**config.mk**
```make
export PLATFORM = sky130hd
export DESIGN_NAME = dword_readback_flat
export DESIGN_NICKNAME = d
export VERILOG_FILES = /design/src/rtl/dword_readback_if.sv /design/src/rtl/dword_readback.sv /design/src/flat_wrapper.sv
export SDC_FILE = /design/constraint.sdc
export NUM_CORES = 1
export LEC_CHECK = 0
export CORE_MARGIN = 5
export CORE_UTILIZATION = 35
export DETAILED_ROUTE_END_ITERATION = 8
export HOLD_SLACK_MARGIN = 0.03
export PLACE_DENSITY = 0.57
export SLEW_MARGIN = 5
export SYNTH_ARGS = -nofsm -noshare
export SYNTH_HDL_FRONTEND = slang
export SYNTH_SLANG_ARGS = --single-unit
```
**constraint.sdc**
```tcl
create_clock -name clk62 -period 10.6 [get_ports clk62]
set_input_delay 2.12 -clock clk62 [delete_from_list [all_inputs] [get_ports clk62]]
set_output_delay 2.12 -clock clk62 [all_outputs]
set_load 0.02 [all_outputs]
```
**src/rtl/dword_readback_if.sv**
```systemverilog
// Byte-stream and PC-side bus of the dword readback path.
// Master drives the readout bytes, flush/clr and PC read strobe; slave is the packer/FIFO.
interface dword_readback_if #(
    parameter int unsigned DEPTH = 16
);
    logic                     byte_valid;
    logic [7:0]               byte_in;
    logic                     flush;
    logic                     clr;
    logic                     rd;
    logic [31:0]              data_to_PC;
    logic                     data_avail;
    logic [$clog2(DEPTH):0]   level;
    logic                     overflow;
    logic                     busy;

    modport master (
        output byte_valid, byte_in, flush, clr, rd,
        input  data_to_PC, data_avail, level, overflow, busy
    );

    modport slave (
        input  byte_valid, byte_in, flush, clr, rd,
        output data_to_PC, data_avail, level, overflow, busy
    );
endinterface

```
**src/rtl/dword_readback.sv**
```systemverilog
// Packs readout bytes MSB-first into dwords and buffers them in a show-ahead FIFO for the PC.
// Optional trailer dword after each flush: define READBACK_TRAILER_EN.
module dword_readback #(
    parameter int unsigned DEPTH = 16,
    parameter int unsigned CNT_W = 16
) (
    input  logic             clk62,
    input  logic             RESET,
    dword_readback_if.slave  bus
);
    localparam int unsigned     AW       = $clog2(DEPTH);
    localparam logic [AW:0]     FULL_LVL = DEPTH[AW:0];

    localparam logic [1:0] COLLECT = 2'd0;
    localparam logic [1:0] PAD     = 2'd1;
`ifdef READBACK_TRAILER_EN
    localparam logic [1:0] TRAILER = 2'd2;
`endif
    localparam logic [1:0] DONE    = 2'd3;

    logic [1:0]       state_q, state_d;
    logic [1:0]       idx_q, idx_d;
    logic [31:0]      acc_q, acc_d;
    logic [CNT_W-1:0] cnt_q, cnt_d;
    logic             ovf_q, ovf_d;
    logic [AW-1:0]    wptr_q, rptr_q;
    logic [AW:0]      level_q, level_d;
    logic [31:0]      mem [DEPTH];

    logic             rst_all;
    logic             push;
    logic [31:0]      push_data;
    logic             pop;
    logic             full;
    logic             empty;
    logic             wr_en;

    assign rst_all = RESET | bus.clr;

`ifdef READBACK_TRAILER_EN
    logic [15:0] cnt16;
    assign cnt16 = 16'(cnt_q);
`endif

    always_comb begin
        state_d   = state_q;
        idx_d     = idx_q;
        acc_d     = acc_q;
        cnt_d     = cnt_q;
        push      = 1'b0;
        push_data = acc_q;
        case (state_q)
            COLLECT: begin
                if (bus.byte_valid) begin
                    cnt_d = cnt_q + 1'b1;
                    idx_d = idx_q + 2'd1;
                    if (idx_q == 2'd3) begin
                        push      = 1'b1;
                        push_data = {acc_q[31:8], bus.byte_in};
                        // Accumulator restarts at zero so a later pad needs no masking.
                        acc_d     = '0;
                    end else begin
                        acc_d[{~idx_q, 3'b000} +: 8] = bus.byte_in;
                    end
                end
                if (bus.flush) begin
                    if (idx_d != 2'd0) begin
                        state_d = PAD;
                    end else begin
`ifdef READBACK_TRAILER_EN
                        state_d = TRAILER;
`else
                        state_d = DONE;
`endif
                    end
                end
            end
            PAD: begin
                push  = 1'b1;
                acc_d = '0;
                idx_d = 2'd0;
`ifdef READBACK_TRAILER_EN
                state_d = TRAILER;
`else
                state_d = DONE;
`endif
            end
`ifdef READBACK_TRAILER_EN
            TRAILER: begin
                push      = 1'b1;
                push_data = {8'hE0, 7'b0, ovf_q, cnt16};
                state_d   = DONE;
            end
`endif
            DONE: begin
                cnt_d   = '0;
                state_d = COLLECT;
            end
            default: state_d = COLLECT;
        endcase
    end

    assign empty = (level_q == '0);
    assign full  = (level_q == FULL_LVL);
    assign pop   = bus.rd & ~empty;
    // A full FIFO still accepts a push when the head leaves on the same edge.
    assign wr_en = push & (~full | pop);
    assign ovf_d = ovf_q | (push & full & ~pop);

    always_comb begin
        level_d = level_q;
        if (wr_en && !pop) begin
            level_d = level_q + 1'b1;
        end else if (!wr_en && pop) begin
            level_d = level_q - 1'b1;
        end
    end

    always_ff @(posedge clk62) begin
        if (rst_all) begin
            state_q <= COLLECT;
            idx_q   <= 2'd0;
            acc_q   <= '0;
            cnt_q   <= '0;
            ovf_q   <= 1'b0;
            wptr_q  <= '0;
            rptr_q  <= '0;
            level_q <= '0;
        end else begin
            state_q <= state_d;
            idx_q   <= idx_d;
            acc_q   <= acc_d;
            cnt_q   <= cnt_d;
            ovf_q   <= ovf_d;
            level_q <= level_d;
            if (wr_en) wptr_q <= wptr_q + 1'b1;
            if (pop)   rptr_q <= rptr_q + 1'b1;
        end
    end

    always_ff @(posedge clk62) begin
        if (wr_en && !rst_all) begin
            mem[wptr_q] <= push_data;
        end
    end

    assign bus.data_to_PC = empty ? 32'h0 : mem[rptr_q];
    assign bus.data_avail = ~empty;
    assign bus.level      = level_q;
    assign bus.overflow   = ovf_q;
    assign bus.busy       = (state_q != COLLECT);
endmodule

```
**src/flat_wrapper.sv**
```systemverilog
// flat-port wrapper written by rule: the top's interface ports become plain ports
module dword_readback_flat 
#(
    parameter int unsigned DEPTH = 16,
    parameter int unsigned CNT_W = 16
)
  (clk62, RESET, bus_byte_valid, bus_byte_in, bus_flush, bus_clr, bus_rd, bus_data_to_PC, bus_data_avail, bus_level, bus_overflow, bus_busy);
  dword_readback_if #(.DEPTH(DEPTH)) bus_i ();
  input  logic clk62;
  input  logic RESET;
  input wire logic [$bits(bus_i.byte_valid)-1:0] bus_byte_valid;
  input wire logic [$bits(bus_i.byte_in)-1:0] bus_byte_in;
  input wire logic [$bits(bus_i.flush)-1:0] bus_flush;
  input wire logic [$bits(bus_i.clr)-1:0] bus_clr;
  input wire logic [$bits(bus_i.rd)-1:0] bus_rd;
  output wire logic [$bits(bus_i.data_to_PC)-1:0] bus_data_to_PC;
  output wire logic [$bits(bus_i.data_avail)-1:0] bus_data_avail;
  output wire logic [$bits(bus_i.level)-1:0] bus_level;
  output wire logic [$bits(bus_i.overflow)-1:0] bus_overflow;
  output wire logic [$bits(bus_i.busy)-1:0] bus_busy;
  assign bus_i.byte_valid = bus_byte_valid;
  assign bus_i.byte_in = bus_byte_in;
  assign bus_i.flush = bus_flush;
  assign bus_i.clr = bus_clr;
  assign bus_i.rd = bus_rd;
  assign bus_data_to_PC = bus_i.data_to_PC;
  assign bus_data_avail = bus_i.data_avail;
  assign bus_level = bus_i.level;
  assign bus_overflow = bus_i.overflow;
  assign bus_busy = bus_i.busy;
  dword_readback #(.DEPTH(DEPTH), .CNT_W(CNT_W)) u_core (.clk62(clk62), .RESET(RESET), .bus(bus_i));
endmodule
```
== Yosys cells after proc, flatten, opt, wreduce, memory -nomap -nowiden ==
Memory sizes are Yosys's and may differ from the RTL's. A register that Yosys moved wholly into a read port is not among the register bits.
Index checks and enable logic that the tools add are counted.

* Flip-flop bits (word level): 50
* Memory bits (writable): 512
* Latch bits: 0
* Memories kept: 1
* Output and inout port bits: 40
* Bits of input ports: 14
* Memory bits (read-only): 0

* Reduce and logical (&&, ||, !) cells: 13
* Multiply operators: 0
* Magnitude comparators: 0
* Muxes and demuxes: 23
* Add/subtract/negate cells: 6
* Bitwise gates (word level): 11
* Div/mod/pow operators: 0
* Eq/ne operators: 5
* Shifts and indexed selects: 2

{| class="wikitable"
|+ Memories
! memory !! words !! bits a word !! rd ports !! clocked after Yosys merged registers in !! wr ports !! line !! text
|-
| u_core.mem || 16 || 32 || 1 || 1 || 1 || dword_readback.sv:28 || <nowiki>logic [31:0] mem [DEPTH];</nowiki>
|}

{| class="wikitable"
|+ Operator list
! cell !! count
|-
| $mux 32 || 3
|-
| $pmux 32 s2 || 1
|-
| $bwmux 32 || 1
|-
| $shift 8x7->32 const A || 1
|-
| $shiftx 8x7->32 || 1
|-
| $mux 8 || 3
|-
| $mux 5 || 2
|-
| $add 4x1->4 const B || 2
|-
| $mux 2 || 4
|-
| $mux 4 || 2
|-
| $pmux 2 s2 || 2
|-
| $reduce_bool 2->1 || 4
|-
| $neg 5->7 || 1
|-
| $add 5x1->5 const B || 1
|-
| $eq 5x5->1 const B || 1
|-
| $logic_not 5->1 || 1
|-
| $sub 5x1->5 const B || 1
|-
| $and 1x1->1 || 4
|-
| $mux 1 || 4
|-
| $ne 2x2->1 const B || 2
|-
| $logic_and 1x1->1 || 3
|-
| $logic_not 1->1 || 3
|-
| $not 1->1 || 3
|-
| $or 1x1->1 || 3
|-
| 7 further kinds || 7
|}

== Longest topological paths before layout ==
* Depth in word-level cells: 9
* Depth in mapped cells: 12

== Worst setup path before layout ==
Ideal clock, no wire load.

* Kind: input-to-reg
* From: input bus_byte_valid
* To: memory u_core.mem[0][0] (enable)
* Stages: 5
* Data arrival time: 5085 ps
* Buffers on the path: 1
* Slack: 5054 ps
* Library setup time: 461 ps
* Cells stage by stage: a21oi_1 a311oi_1 buf_2 nand3_1 nor3_1

* Cells in the longest elaborated chain, start to end: 6

{| class="wikitable"
|+ Ends and longest elaborated chain
! item !! line !! text
|-
| start, declared || flat_wrapper.sv:11 || <nowiki>input wire logic [$bits(bus_i.byte_valid)-1:0] bus_byte_valid;</nowiki>
|-
| $mux 1 || dword_readback.sv:54 || <nowiki>if (bus.byte_valid) begin</nowiki>
|-
| $pmux 1 s2 || dword_readback.sv:52 || <nowiki>case (state_q)</nowiki>
|-
| $and 1x1->1 || dword_readback.sv:107 || <nowiki>assign wr_en = push & (~full | pop);</nowiki>
|-
| via u_core.wr_en || dword_readback.sv:36 || <nowiki>logic wr_en;</nowiki>
|-
| $logic_and 1x1->1 || dword_readback.sv:142 || <nowiki>if (wr_en && !rst_all) begin</nowiki>
|-
| $mux 1 || dword_readback.sv:142 ||
|-
| $mux 1 (not written as such) || dword_readback.sv:143 || <nowiki>mem[wptr_q] <= push_data;</nowiki>
|-
| end, declared || dword_readback.sv:28 ||
|}

The timed path passes the listed nets, and every way through them passes these cells.

==> impl_metrics.yaml <==
clocking:
  max-clock-path-buffers: 3
  postCtsHoldBufs: 0
  cts.sinks: 566
  clkTransAtPathRegs_ps: 60
  insertion_delay_ps: 600
  numCtsBuffers: 57
  cts-htree-levels: 2
  cts_tree: "yes"
  clockRootBuffer: "clkbuf_16"
  postCtsSetupRepairBufs: 0
  ctsResizeCount: 0
power_and_ir_drop:
  p_leak_nw: 7.89
  power_density_nw_per_um2: 185
  ir_drop_mv: 0.128
critical_path:
  worst-path-max-fanout: 51
  critPathCaptureType: "primary output"
  worstSetupStartpointType: "flip-flop"
  reg2reg_depth: 7
  critPathArrivalTime_ps: 4160
  cp.required_ps: 8480
  path_class: "flip-flop to primary output"
min_path:
  min_path_cells: 1
  hold_path_class: "flip-flop to flip-flop"
route:
  met2WireLength_um: 23100
  routed_wl_um: 48900
  dr.pass1.iters: 5
  top_layer_used: "met5"
  drtIter0Drc: 917
  drc: 0
  wl_met1_um: 21800
  num_vias: 10500
  routed_via_density: 5.16
  wl_per_cell_um: 24.0
  ant_nets: 0
  wl_met3_um: 2910
sta:
  worst-slew-pin-transition_ps: 1130
  fin_skew_ps: 11.6
  slew_headroom_pct: 24.9
  final.setup.tns_ps: 0
  hold_violations: 0
  fmax_ghz: 0.159
  grt_setup_unrepaired: "no"
  setup_violations: 0
  period_share_pct: 59.3
  timing_max_transition_violations_final: 0
  holdWs_ps: 455
  post-route-min-period_ps: 6280
synth:
  synth_area_um2: 22000
  synth_area_per_cell_um2: 20.5
  yosysSeqAreaShare_pct: 74.9
  yosys_register_bits: 566
  syn-num-nets: 1103
  synthDistinctLibCells: 50
  syn_inst: 1074
  yosys_warnings: 0
die:
  pin_count: 54
  die_x_um: 261
  num_rows: 91
  chipHeight_um: 261
  dieArea_um2: 67900
  floorplan.initialDensity_pct: 35.5
  core_area_um2: 61900
run_status:
  status: "finished clean"
final_layout:
  fin_nets: 1186
  most-common-layout-cells: "edfxtp_1 (512), mux4_2 (114), clkbuf_16 (59), clkdlybuf4s50_1 (53), dfxtp_1 (51)"
  num_antenna_cells: 0
  area_growth_pct: 15.8
  final_common_cell: "edfxtp_1"
  drive_gt1_share_pct: 24.9
  final_cells: 2041
grt:
  antenna_found_initial: 4
  grt_pass1_vias: 10900
  grt_use_total_pct: 14.4
  grt_start_max_net_pins: 67
  grt_overflow: 0
  grt_pass1_wl_um: 72500
place:
  place.gp.congestion: 0.759
  dp.cells: 1935
  post-dp-hpwl_um: 25300
  port_buffers: 53
job:
  maxCapViolations: 0
## where the power goes
group | leakage (nW) | switching (mW) | internal (mW)
registers | 5.17 | 0.0145 | 2.41
clock network | 0.933 | 0.833 | 1.16
logic | 1.79 | 0.166 | 0.137
## Yosys cell counts, drive strengths merged
master,count,area share [%]
and2,9,0.26
nand3,34,0.77
nor2,33,0.56
a31o,1,0.040
o21ai,7,0.18
a21o,6,0.20
edfxtp,512,70
a32oi,1,0.040
buf,29,0.99
or3b,1,0.040
mux2i,3,0.14
a211oi,1,0.034
a311o,1,0.046
a311oi,1,0.040
o31a,1,0.040
a211o,1,0.040
a41oi,1,0.040
inv,10,0.17
ha,14,0.80
a22oi,1,0.034
nor4,4,0.20
nand2,30,0.51
and3,1,0.028
xor2,3,0.12
or2,1,0.028
and4b,1,0.046
fa,1,0.091
a21oi,34,0.77
xnor2,2,0.080
clkbuf,26,0.44
o211ai,3,0.13
o21bai,1,0.034
a221o,32,1.5
nor2b,34,0.97
mux2,40,2.0
dfxtp,54,4.9
nor3,8,0.18
mux4,128,13
nand2b,2,0.057
or4,2,0.085
## stage by stage
| stage | area (um^2) | setup slack, ps | power [mW] | utilization [%] |
|---|---|---|---|---|
| global route | 25400 | 4090 | 4.89 | 41.1 |
| CTS | 25400 | 4180 | 4.78 | 41.1 |
| floorplan | 22000 | 5050 | 2.64 | - |
| finish | 25400 | 4320 | 4.72 | 41.1 |
| global placement | 23600 | 4880 | 2.78 | 38.1 |
| detailed placement | 23600 | 4850 | 2.78 | 38.1 |
## logic make-up (layout without fill, tap and decap cells)
group           count (synthesis)  count (layout)  synth area share (%)
xor+xnor                        5               5                 0.199
buf+inv                        65             195                  1.61
simple gates                  160             160                  3.74
mux                           171             171                  15.5
flops                         566             566                  74.9
compound gates                 92              92                  3.13
fa+ha+maj                      15              15                 0.888
## final timing paths
check | to | from | slack (ps)
worst min-delay path | u_core.acc_q[7] | u_core.acc_q[7] | 460
worst min register to register | u_core.acc_q[7] | u_core.acc_q[7] | 460
worst max-delay path | bus_data_to_PC[24] | flip-flop | 4320
worst max register to register | u_core.mem[15][12] | u_core.idx_q[0] | 7110
## routing by layer
layer,track usage (%),up-vias
li1,-,4598
met1,20.4,5573
met2,22.7,283
met3,3.22,76
met4,3.95,4
met5,0,-
## worst max-delay path: stages (launching register included)
cell and delay, ps:
dfxtp_4 970, buf_4 760, mux4_1 650, mux2_2 280, a221o_1 310, clkdlybuf4s50_1 540
## area by class of cell
type	count	area, um^2
sequential	566	16500
multi-input combinational	443	5300
clock buffer	71	1550
timing repair buffer	79	726
inverter	10	37.5
fill	5473	36500
tap	837	1050
clock inverter	35	320
## registers in the layout (all words and copies together), names as in the netlist, named ones only
name / cells
u_core.idx_q: 2
u_core.bus.overflow: 1
u_core.acc_q: 32
u_core.bus.level: 5
u_core.wptr_q: 4
u_core.state_q: 2
u_core.mem: 512
u_core.rptr_q: 4
Note: power is estimated with default switching activity, not from simulation.
